--- config.mk ---
export PLATFORM = sky130hd
export DESIGN_NAME = time_entry_flat
export DESIGN_NICKNAME = d
export VERILOG_FILES = /design/src/rtl/time_entry_if.sv /design/src/rtl/time_entry.sv /design/src/flat_wrapper.sv
export SDC_FILE = /design/constraint.sdc
export NUM_CORES = 1
export LEC_CHECK = 0
export CAP_MARGIN = 40
export CORE_AREA = 3 3 56 58
export DETAILED_ROUTE_END_ITERATION = 16
export DIE_AREA = 0 0 59 61
export GPL_TIMING_DRIVEN = 0
export PLACE_DENSITY = 0.9
export SLEW_MARGIN = 10
export SYNTH_ARGS = -nofsm -noshare
export SYNTH_HDL_FRONTEND = slang
export SYNTH_SLANG_ARGS = --single-unit
--- constraint.sdc ---
create_clock -name clk -period 3.3 [get_ports clk]
set_input_delay 0.33 -clock clk [delete_from_list [all_inputs] [get_ports clk]]
set_output_delay 0.33 -clock clk [all_outputs]
set_load 0.02 [all_outputs]
--- src/rtl/time_entry_if.sv ---
// Bundle of button, handshake and digit signals between the time-entry block and its environment.
interface time_entry_if;
  logic       btn_next;
  logic       btn_inc;
  logic       btn_dec;
  logic       btn_start;
  logic       busy;
  logic [3:0] bin0;
  logic [3:0] bin1;
  logic [3:0] bin2;
  logic [3:0] bin3;
  logic [1:0] sel;
  logic       load;
  logic       editing;

  // Environment side: drives buttons and busy, observes digits and handshake
  modport master (
    output btn_next, btn_inc, btn_dec, btn_start, busy,
    input  bin0, bin1, bin2, bin3, sel, load, editing
  );

  // Time-entry block side
  modport slave (
    input  btn_next, btn_inc, btn_dec, btn_start, busy,
    output bin0, bin1, bin2, bin3, sel, load, editing
  );
endinterface

--- src/rtl/time_entry.sv ---
// Button-driven MM:SS BCD entry with load/busy handoff to the countdown block.
// Optional feature macro: AUTO_REPEAT_EN (held inc/dec auto-repeat).
module time_entry #(
  parameter int unsigned REPEAT_DELAY  = 50000000,
  parameter int unsigned REPEAT_PERIOD = 10000000
) (
  input logic         clk,
  input logic         rst_n,
  time_entry_if.slave bus
);

  localparam logic [1:0] S_EDIT = 2'd0;
  localparam logic [1:0] S_LOAD = 2'd1;
  localparam logic [1:0] S_RUN  = 2'd2;

  // Repeat timing must be nonzero for the repeat counter to make sense
  if (REPEAT_DELAY == 0 || REPEAT_PERIOD == 0) begin : g_cfg_check
    $error("time_entry: REPEAT_DELAY and REPEAT_PERIOD must be nonzero");
  end

  logic [1:0]      state, state_nxt;
  logic [3:0][3:0] dig, dig_nxt;
  logic [1:0]      sel, sel_nxt;
  logic            load, load_nxt;
  logic            editing, editing_nxt;

  logic next_prev, inc_prev, dec_prev, start_prev;
  logic next_ev, inc_ev, dec_ev, start_ev;
  logic inc_step, dec_step;

  assign next_ev  = bus.btn_next  & ~next_prev;
  assign inc_ev   = bus.btn_inc   & ~inc_prev;
  assign dec_ev   = bus.btn_dec   & ~dec_prev;
  assign start_ev = bus.btn_start & ~start_prev;

  // One BCD step up or down with wrap at the digit's top value
  function automatic logic [3:0] bump(input logic [3:0] d, input logic [3:0] top, input logic up);
    if (up) return (d == top) ? 4'd0 : d + 4'd1;
    else    return (d == 4'd0) ? top : d - 4'd1;
  endfunction

  // Button history for rising-edge detection
  always_ff @(posedge clk or negedge rst_n) begin
    if (!rst_n) begin
      next_prev  <= 1'b0;
      inc_prev   <= 1'b0;
      dec_prev   <= 1'b0;
      start_prev <= 1'b0;
    end else begin
      next_prev  <= bus.btn_next;
      inc_prev   <= bus.btn_inc;
      dec_prev   <= bus.btn_dec;
      start_prev <= bus.btn_start;
    end
  end

`ifdef AUTO_REPEAT_EN
  localparam int unsigned RPT_MAX = (REPEAT_DELAY > REPEAT_PERIOD) ? REPEAT_DELAY : REPEAT_PERIOD;
  localparam int unsigned CNT_W   = $clog2(RPT_MAX + 1);
  localparam logic [CNT_W-1:0] DELAY_C  = CNT_W'(REPEAT_DELAY);
  localparam logic [CNT_W-1:0] PERIOD_C = CNT_W'(REPEAT_PERIOD);

  // rpt_cnt == 0 means disarmed; otherwise it counts cycles since the last step
  logic [CNT_W-1:0] rpt_cnt, rpt_cnt_nxt;
  logic             rpt_on, rpt_on_nxt;
  logic             rpt_fire;
  logic             hold_one;

  assign hold_one = bus.btn_inc ^ bus.btn_dec;

  // Repeat timer: armed by an inc/dec edge, cleared on release, both-held or leaving EDIT
  always_comb begin
    rpt_cnt_nxt = rpt_cnt;
    rpt_on_nxt  = rpt_on;
    rpt_fire    = 1'b0;
    if (state != S_EDIT || !hold_one) begin
      rpt_cnt_nxt = '0;
      rpt_on_nxt  = 1'b0;
    end else if (inc_ev || dec_ev) begin
      rpt_cnt_nxt = CNT_W'(1);
      rpt_on_nxt  = 1'b0;
    end else if (rpt_cnt != '0) begin
      if (rpt_cnt == (rpt_on ? PERIOD_C : DELAY_C)) begin
        rpt_fire    = 1'b1;
        rpt_cnt_nxt = CNT_W'(1);
        rpt_on_nxt  = 1'b1;
      end else begin
        rpt_cnt_nxt = rpt_cnt + CNT_W'(1);
      end
    end
  end

  // Repeat timer registers
  always_ff @(posedge clk or negedge rst_n) begin
    if (!rst_n) begin
      rpt_cnt <= '0;
      rpt_on  <= 1'b0;
    end else begin
      rpt_cnt <= rpt_cnt_nxt;
      rpt_on  <= rpt_on_nxt;
    end
  end

  assign inc_step = inc_ev | (rpt_fire & bus.btn_inc);
  assign dec_step = dec_ev | (rpt_fire & bus.btn_dec);
`else
  assign inc_step = inc_ev;
  assign dec_step = dec_ev;
`endif

  // State register and registered outputs
  always_ff @(posedge clk or negedge rst_n) begin
    if (!rst_n) begin
      state   <= S_EDIT;
      dig     <= '0;
      sel     <= 2'd0;
      load    <= 1'b0;
      editing <= 1'b1;
    end else begin
      state   <= state_nxt;
      dig     <= dig_nxt;
      sel     <= sel_nxt;
      load    <= load_nxt;
      editing <= editing_nxt;
    end
  end

  // Next-state and output logic; start is judged on the pre-update digits
  always_comb begin
    state_nxt   = state;
    dig_nxt     = dig;
    sel_nxt     = sel;
    load_nxt    = load;
    editing_nxt = editing;
    case (state)
      S_EDIT: begin
        if (inc_step ^ dec_step)
          dig_nxt[sel] = bump(dig[sel], (sel == 2'd1) ? 4'd5 : 4'd9, inc_step);
        if (next_ev)
          sel_nxt = sel + 2'd1;
        if (start_ev && (dig != '0)) begin
          state_nxt   = S_LOAD;
          load_nxt    = 1'b1;
          editing_nxt = 1'b0;
        end
      end
      S_LOAD: begin
        if (bus.busy) begin
          state_nxt = S_RUN;
          load_nxt  = 1'b0;
        end
      end
      S_RUN: begin
        load_nxt = 1'b0;
        if (!bus.busy) begin
          state_nxt   = S_EDIT;
          editing_nxt = 1'b1;
        end
      end
      default: begin
        state_nxt   = S_EDIT;
        load_nxt    = 1'b0;
        editing_nxt = 1'b1;
      end
    endcase
  end

  assign bus.bin0    = dig[0];
  assign bus.bin1    = dig[1];
  assign bus.bin2    = dig[2];
  assign bus.bin3    = dig[3];
  assign bus.sel     = sel;
  assign bus.load    = load;
  assign bus.editing = editing;

endmodule
--- src/flat_wrapper.sv ---
// flat-port wrapper written by rule: the top's interface ports become plain ports
module time_entry_flat 
#(
  parameter int unsigned REPEAT_DELAY  = 50000000,
  parameter int unsigned REPEAT_PERIOD = 10000000
)
  (clk, rst_n, bus_btn_next, bus_btn_inc, bus_btn_dec, bus_btn_start, bus_busy, bus_bin0, bus_bin1, bus_bin2, bus_bin3, bus_sel, bus_load, bus_editing);
  time_entry_if bus_i ();
  input logic clk;
  input logic rst_n;
  input wire logic [$bits(bus_i.btn_next)-1:0] bus_btn_next;
  input wire logic [$bits(bus_i.btn_inc)-1:0] bus_btn_inc;
  input wire logic [$bits(bus_i.btn_dec)-1:0] bus_btn_dec;
  input wire logic [$bits(bus_i.btn_start)-1:0] bus_btn_start;
  input wire logic [$bits(bus_i.busy)-1:0] bus_busy;
  output wire logic [$bits(bus_i.bin0)-1:0] bus_bin0;
  output wire logic [$bits(bus_i.bin1)-1:0] bus_bin1;
  output wire logic [$bits(bus_i.bin2)-1:0] bus_bin2;
  output wire logic [$bits(bus_i.bin3)-1:0] bus_bin3;
  output wire logic [$bits(bus_i.sel)-1:0] bus_sel;
  output wire logic [$bits(bus_i.load)-1:0] bus_load;
  output wire logic [$bits(bus_i.editing)-1:0] bus_editing;
  assign bus_i.btn_next = bus_btn_next;
  assign bus_i.btn_inc = bus_btn_inc;
  assign bus_i.btn_dec = bus_btn_dec;
  assign bus_i.btn_start = bus_btn_start;
  assign bus_i.busy = bus_busy;
  assign bus_bin0 = bus_i.bin0;
  assign bus_bin1 = bus_i.bin1;
  assign bus_bin2 = bus_i.bin2;
  assign bus_bin3 = bus_i.bin3;
  assign bus_sel = bus_i.sel;
  assign bus_load = bus_i.load;
  assign bus_editing = bus_i.editing;
  time_entry #(.REPEAT_DELAY(REPEAT_DELAY), .REPEAT_PERIOD(REPEAT_PERIOD)) u_core (.clk(clk), .rst_n(rst_n), .bus(bus_i));
endmodule
### Yosys cells after proc, flatten, opt, wreduce, memory -nomap -nowiden

Cells that the tools add are included.

| word-level totals | value |
|---|---|
| register bits | 26 |
| input port bits | 7 |

| operators by class | value |
|---|---|
| $add $sub $neg | 3 |
| magnitude comparators | 2 |
| equal/unequal tests | 7 |
| multiplexer cells | 21 |
| bitwise gates (word level) | 10 |
| reductions and logical operators | 10 |

Operator list:

| kind | count |
|---|---|
| 2-to-1 mux 4 bit | 8 |
| bitwise mux 16 bit | 1 |
| nonzero test 16 bit | 1 |
| binary-select mux 4 bit (select 2 bit) | 1 |
| demux 4 bit (select 2 bit) | 1 |
| 2-to-1 mux 2 bit | 3 |
| one-hot mux 2 bit (3 select lines) | 1 |
| AND reduction 2 bit | 3 |
| AND reduction 3 bit | 2 |
| inverter 1 bit | 5 |
| adder 4 x 1 -> 4 bit, second input constant | 1 |
| bitwise AND 1 bit | 4 |
| equality test 2 x 1 -> 1 bit, second input constant | 2 |
| equality test 4 bit | 1 |
| zero test 4 bit | 1 |
| 2-to-1 mux 1 bit | 4 |
| != test 2 bit, second input constant | 2 |
| subtractor 4 x 1 -> 4 bit, second input constant | 1 |
| < comparator 2 x 3 -> 1 bit, second input constant | 1 |
| one-hot mux 1 bit (3 select lines) | 1 |
| adder 2 x 1 -> 2 bit, second input constant | 1 |
| equality test 2 bit, second input constant | 1 |
| greater-or-equal comparator 2 x 1 -> 1 bit, second input constant | 1 |
| logical AND 1 bit | 2 |
| other kinds (4) | 4 |

### Depth between registers and ports, before layout

| depth | value |
|---|---|
| depth in word-level cells | 8 |
| depth in mapped cells | 8 |

### Worst setup path after synthesis

No wires, ideal clock.

| path | value |
|---|---|
| kind | register to register |
| from | register u_core.sel[0] (netlist: u_core.bus.sel[0]) |
| to | register u_core.dig, in the netlist u_core.bus.bin1[3] |
| library setup time | 0.125 ns |
| arrival | 2.173 ns |
| path slack | 1.002 ns |
| cell stages (with the launch flop) | 7 |
| buffers on the path | 1 |
| period minus slack after synthesis | 2.298 ns |
| cells stage by stage | dfrtp_1 buf_6 mux4_2 or4_4 nand3_1 o21ai_0 mux2_2 |

| on the way | value |
|---|---|
| word-level cells in the longest chain between the ends | 8 |
| elaborated cells on any way between the ends | 19 |
| those cells by class | add/sub: 2; order compare: 2; eq/ne: 2; mux: 11; reduce/logical: 2 |

RTL lines:

| what | RTL line | RTL |
|---|---|---|
| start: declaration | time_entry.sv:23 | `logic [1:0] sel, sel_nxt;` |
| start signal: assignment | time_entry.sv:122 | `sel <= sel_nxt;` |
| binary-select mux 4 bit (select 2 bit) / equality test 2 x 1 -> 1 bit (equally long branches) | time_entry.sv:138 | `dig_nxt[sel] = bump(dig[sel], (sel == 2'd1) ? 4'd5 : 4'd9, inc_step);` |
| 2-to-1 mux 4 bit (not written as such) | time_entry.sv:138 |  |
| subtractor 4 x 1 -> 4 bit (tied with other cells) | time_entry.sv:39 | `else return (d == 4'd0) ? top : d - 4'd1;` |
| 2-to-1 mux 4 bit, on equally long branches | time_entry.sv:39, time_entry.sv:38 |  |
| 2-to-1 mux 4 bit | time_entry.sv:38 | `if (up) return (d == top) ? 4'd0 : d + 4'd1;` |
| 2-to-1 mux 4 bit | time_entry.sv:137 | `if (inc_step ^ dec_step)` |
| 2-to-1 mux 4 bit | time_entry.sv:135 | `case (state)` |
| bitwise mux 16 bit * | time_entry.sv:138 |  |
| end signal: assignment | time_entry.sv:121 | `dig <= dig_nxt;` |
| end: declaration | time_entry.sv:22 | `logic [3:0][3:0] dig, dig_nxt;` |

Every way passes the cells marked *; elsewhere a longest branch is shown, timed or not. The select of a mux whose other input is x is not followed.
A chain may end at the register's enable or synchronous reset.

### Final worst setup path

| path | value |
|---|---|
| from | input port bus_btn_inc |
| to | register u_core.dig, in the netlist u_core.bus.bin3[2] |

| on the way | value |
|---|---|
| word-level cells in the longest chain between the ends | 5 |
| elaborated cells on any way between the ends | 7 |
| those cells by class | mux: 4; bitwise: 2; reduce/logical: 1 |

RTL lines:

| what | RTL line | RTL |
|---|---|---|
| start: declaration | flat_wrapper.sv:12 | `input wire logic [$bits(bus_i.btn_inc)-1:0] bus_btn_inc;` |
| bitwise AND 1 bit * | time_entry.sv:32 | `assign inc_ev = bus.btn_inc & ~inc_prev;` |
| 2-to-1 mux 4 bit | time_entry.sv:38 |  |
| 2-to-1 mux 4 bit | time_entry.sv:137 |  |
| 2-to-1 mux 4 bit | time_entry.sv:135 |  |
| bitwise mux 16 bit | time_entry.sv:138 |  |

Marked as above.

==> results summary <==
The number of cells on the worst reg-to-reg path is 6. The nature of the critical path endpoint is a register. At the end of routability-driven placement, the weighted congestion stood at 0.813.

OpenSTA, run right after detailed placement, puts the worst setup slack at approximately 630 ps. TritonCTS built the clock tree. The largest individual stage delay along the critical path comes from the cell clkdlybuf4s50_1.

The final max-slew violation count came out at 0. The number of buffers added by the clock tree synthesis step is 3. The synthesis-to-layout area growth is 23.4%. In the routed layout, each cell is associated on average with a via count of 6.35. The residual overflow from global routing is 0.

The die footprint came out at 0.00360 mm2. The number of design rule violations left after detail routing came out at 0. The total routing resource utilization after global routing came out at 0.229. The clock slew seen by the registers of the worst setup and hold paths is 140 ps. The via count of the first global-routing pass is 1189.

Sorting the synthesized cells by area gives the leading types as dfrtp_1, mux2_2, mux4_2. The number of max-cap violations is 0. The synthesized netlist net count came out at ~130.

The number of resized instances in the post-cts repair step came out at 0. The via total after detailed routing is roughly 1200. The maximum clock rate came out at roughly 410 MHz. The worst-case headroom to the max-slew limit is 0.607. The final setup violation count is 0. The post-detailed-placement half-perimeter wirelength is 2620 um.

The number of top-level pins is 27. The worst ir drop on vdd is approximately 0.81 mV. The final critical-path share of the clock period came out at 0.740.

The cell leakage power came out at ~0.74 nW. The share of synthesized area in the top cell type comes to 0.430. The number of library cell types mapped by synthesis came out at 37.

The area inside the core boundary came out at roughly 0.0027 mm2. The biggest area contributor in the post-synthesis netlist is dfrtp_1. The number of sinks handled by clock tree synthesis came out at 26.

Measured along the x axis, the die boundary spans 59 um. The iteration count of the initial detailed-routing pass came out at 4. The synthesized instance count is 122.

The worst clock skew on the final layout came out at 14.0 ps. The number of antenna violations at the first check in global routing came out at 0. The setup slack of the worst register-to-register path came out at roughly 870 ps.

The remaining antenna violation count came out at 0. The maximum level of the CTS H-tree came out at 1. The maximum clock path buffer count is 2.

The number of DRC markers after the initial detailed-route iteration came out at 33. The global-route wire length before repair is approximately 6000 um. In the final timing run, aggregate negative setup slack is 0 ps. The startpoint type of the worst setup path is a primary input. The number of input and output port buffers inserted is 26. The number of synthesized register bits came out at 26. Buffers added to address setup during post-CTS repair amount to 0. The predominant post-synthesis flop cell is dfrtp_1.

The final layout contains 165 nets. The endpoint identified for the worst register-to-register timing path is u_core.bus.bin0[3]. The largest single stage delay on the critical path is 470 ps.

The row count is 19. The root buffer cell chosen for the clock tree is clkbuf_4. The worst endpoint required time came out at ~3600 ps. In this run the worst setup path begins at bus_btn_inc. Power spread over the standard cell area amounts to ~1100 mW/mm2. By instance count, the leading cell after synthesis is dfrtp_1. The largest net degree at the start of global routing is 17. The share of cells above drive strength 1 is 0.216. In this run the critical register-to-register path is launched from u_core.bus.sel[1].

The worst path in the final design needs a cycle of 2440 ps, including I/O delays and setup. The routed length per instance came out at 19.1 um. The initial core utilization is 0.537. The commonest cells after synthesis are dfrtp_1, mux2_2, nand2_1, nor4_1. The run finished with clean final reports. The part of the Yosys area used for sequential elements came out at 0.448.

For this block, the routed nets add up to 3510 um of wire. Setup slack closes at 858 ps. The critical path arrival came out at between 2000 and 3000 ps. The slew at the pin closest to its max-slew limit came out at 581 ps. Averaged over all synthesized cells, the footprint is roughly 12 um2. Traced cell by cell, the critical path runs through clkdlybuf4s50_1, nor2b_1, clkbuf_1, nor2_1, a22o_1, nor3_1, mux2_2. The antenna diode instance count is 0.

The overall die height came out at 61 um. The clock latency of the later-clocked register in the worst-skew pair is 330 ps. Setup repair after global routing left no endpoint under its margin. The cell area after synthesis came out at 0.00146 mm2. The biggest fanout along the worst timing path is 10. The quantity of hold-fixing buffers added after cts came out at 0. The synthesized design contains 0 enable-type register cells.

The fraction of registers with async set/reset came out at 1.00. The path class of the lowest-slack min-delay path is primary input to async pin. The critical path in this run is classified as primary input to register. The hold violation total from the final report is 0. The Yosys step of the flow raised 0 warnings.
## how the worst max path moves through the flow
stage / to / slack (ps) / depth (start not counted)
6_report: u_core.bus.bin3[2] / 860 / 7
5_1_grt: u_core.bus.bin0[2] / 720 / 7
4_1_cts: u_core.bus.bin0[3] / 920 / 6
2_1_floorplan: u_core.bus.bin1[3] / 1000 / 6
3_3_place_gp: u_core.bus.bin2[1] / 700 / 7
3_5_place_dp: u_core.bus.bin2[2] / 630 / 7
## cell families (layout without fill, tap and decap cells)
logic type | Yosys count | in the layout | share of synthesized area
AO/OA/AOI/OAI | 20 | 20 | 0.0997
multiplexers | 26 | 26 | 0.232
XOR/XNOR | 2 | 2 | 0.0120
flip-flops | 26 | 26 | 0.448
AND/OR/NAND/NOR | 36 | 36 | 0.147
adder cells (fa/ha/maj) | 4 | 4 | 0.0344
buffers and inverters | 8 | 39 | 0.0267
## metal layers
metal / track usage / vias up / wire [um]
li1: - / 533 / -
met3: 0.0468 / 12 / 172
met4: 0.0906 / 0 / 81
met1: 0.293 / 577 / 1460
met5: 0 / - / 0
met2: 0.383 / 47 / 1800
## flip-flops by register name (all words and copies together), names as in the netlist
register and cells:
u_core.bus.editing 1, u_core.state 2, u_core.bus.bin3 4, u_core.next_prev 1
u_core.inc_prev 1, u_core.bus.bin1 4, u_core.dec_prev 1, u_core.bus.sel 2
u_core.start_prev 1, u_core.bus.bin0 4, u_core.bus.load 1, u_core.bus.bin2 4
## where the power goes
part           internal, W  switching, W  total (W)
clock network    0.0000474     0.0000922   0.000140
registers         0.000444      0.000145   0.000588
logic             0.000606      0.000659    0.00127
total              0.00110      0.000895    0.00199
## through the flow
stage	total power (W)	hold slack (ps)	instances	instance area, um2	util
global route	0.00213	383	184	1800	0.663
floorplan	0.00139	34.4	122	1460	-
finish	0.00199	346	184	1800	0.663
CTS	0.00198	361	184	1800	0.663
global placement	0.00175	513	179	1750	0.647
detailed placement	0.00183	532	180	1770	0.653
## layout make-up
type                    count  area [um2]
plain buffers               3        20.0
clock buffers               4        26.3
fillers                   218         915
inverters                   5        18.8
multi-input cells          88         764
flip-flops and latches     26         652
well taps                  31        38.8
repair buffers             27         275
## placed cells by master (no fill, tap or decap), drive strengths merged, types with 4 or more instances in the layout
| master | count |
|---|---|
| ha | 4 |
| nand2 | 7 |
| dfrtp | 25 |
| nand2b | 4 |
| nor4 | 7 |
| clkdlybuf4s50 | 26 |
| mux2 | 19 |
| a21oi | 5 |
| inv | 5 |
| mux4 | 4 |
| clkbuf | 5 |
## critical path: cells and delay by family
kind / cells / cell delay [ps]
AND/OR/NAND/NOR: 3 / 1020
buffers and inverters: 2 / 890
multiplexers: 1 / 250
AO/OA/AOI/OAI: 1 / 230
No activity file was read; power rests on OpenSTA's default activity.
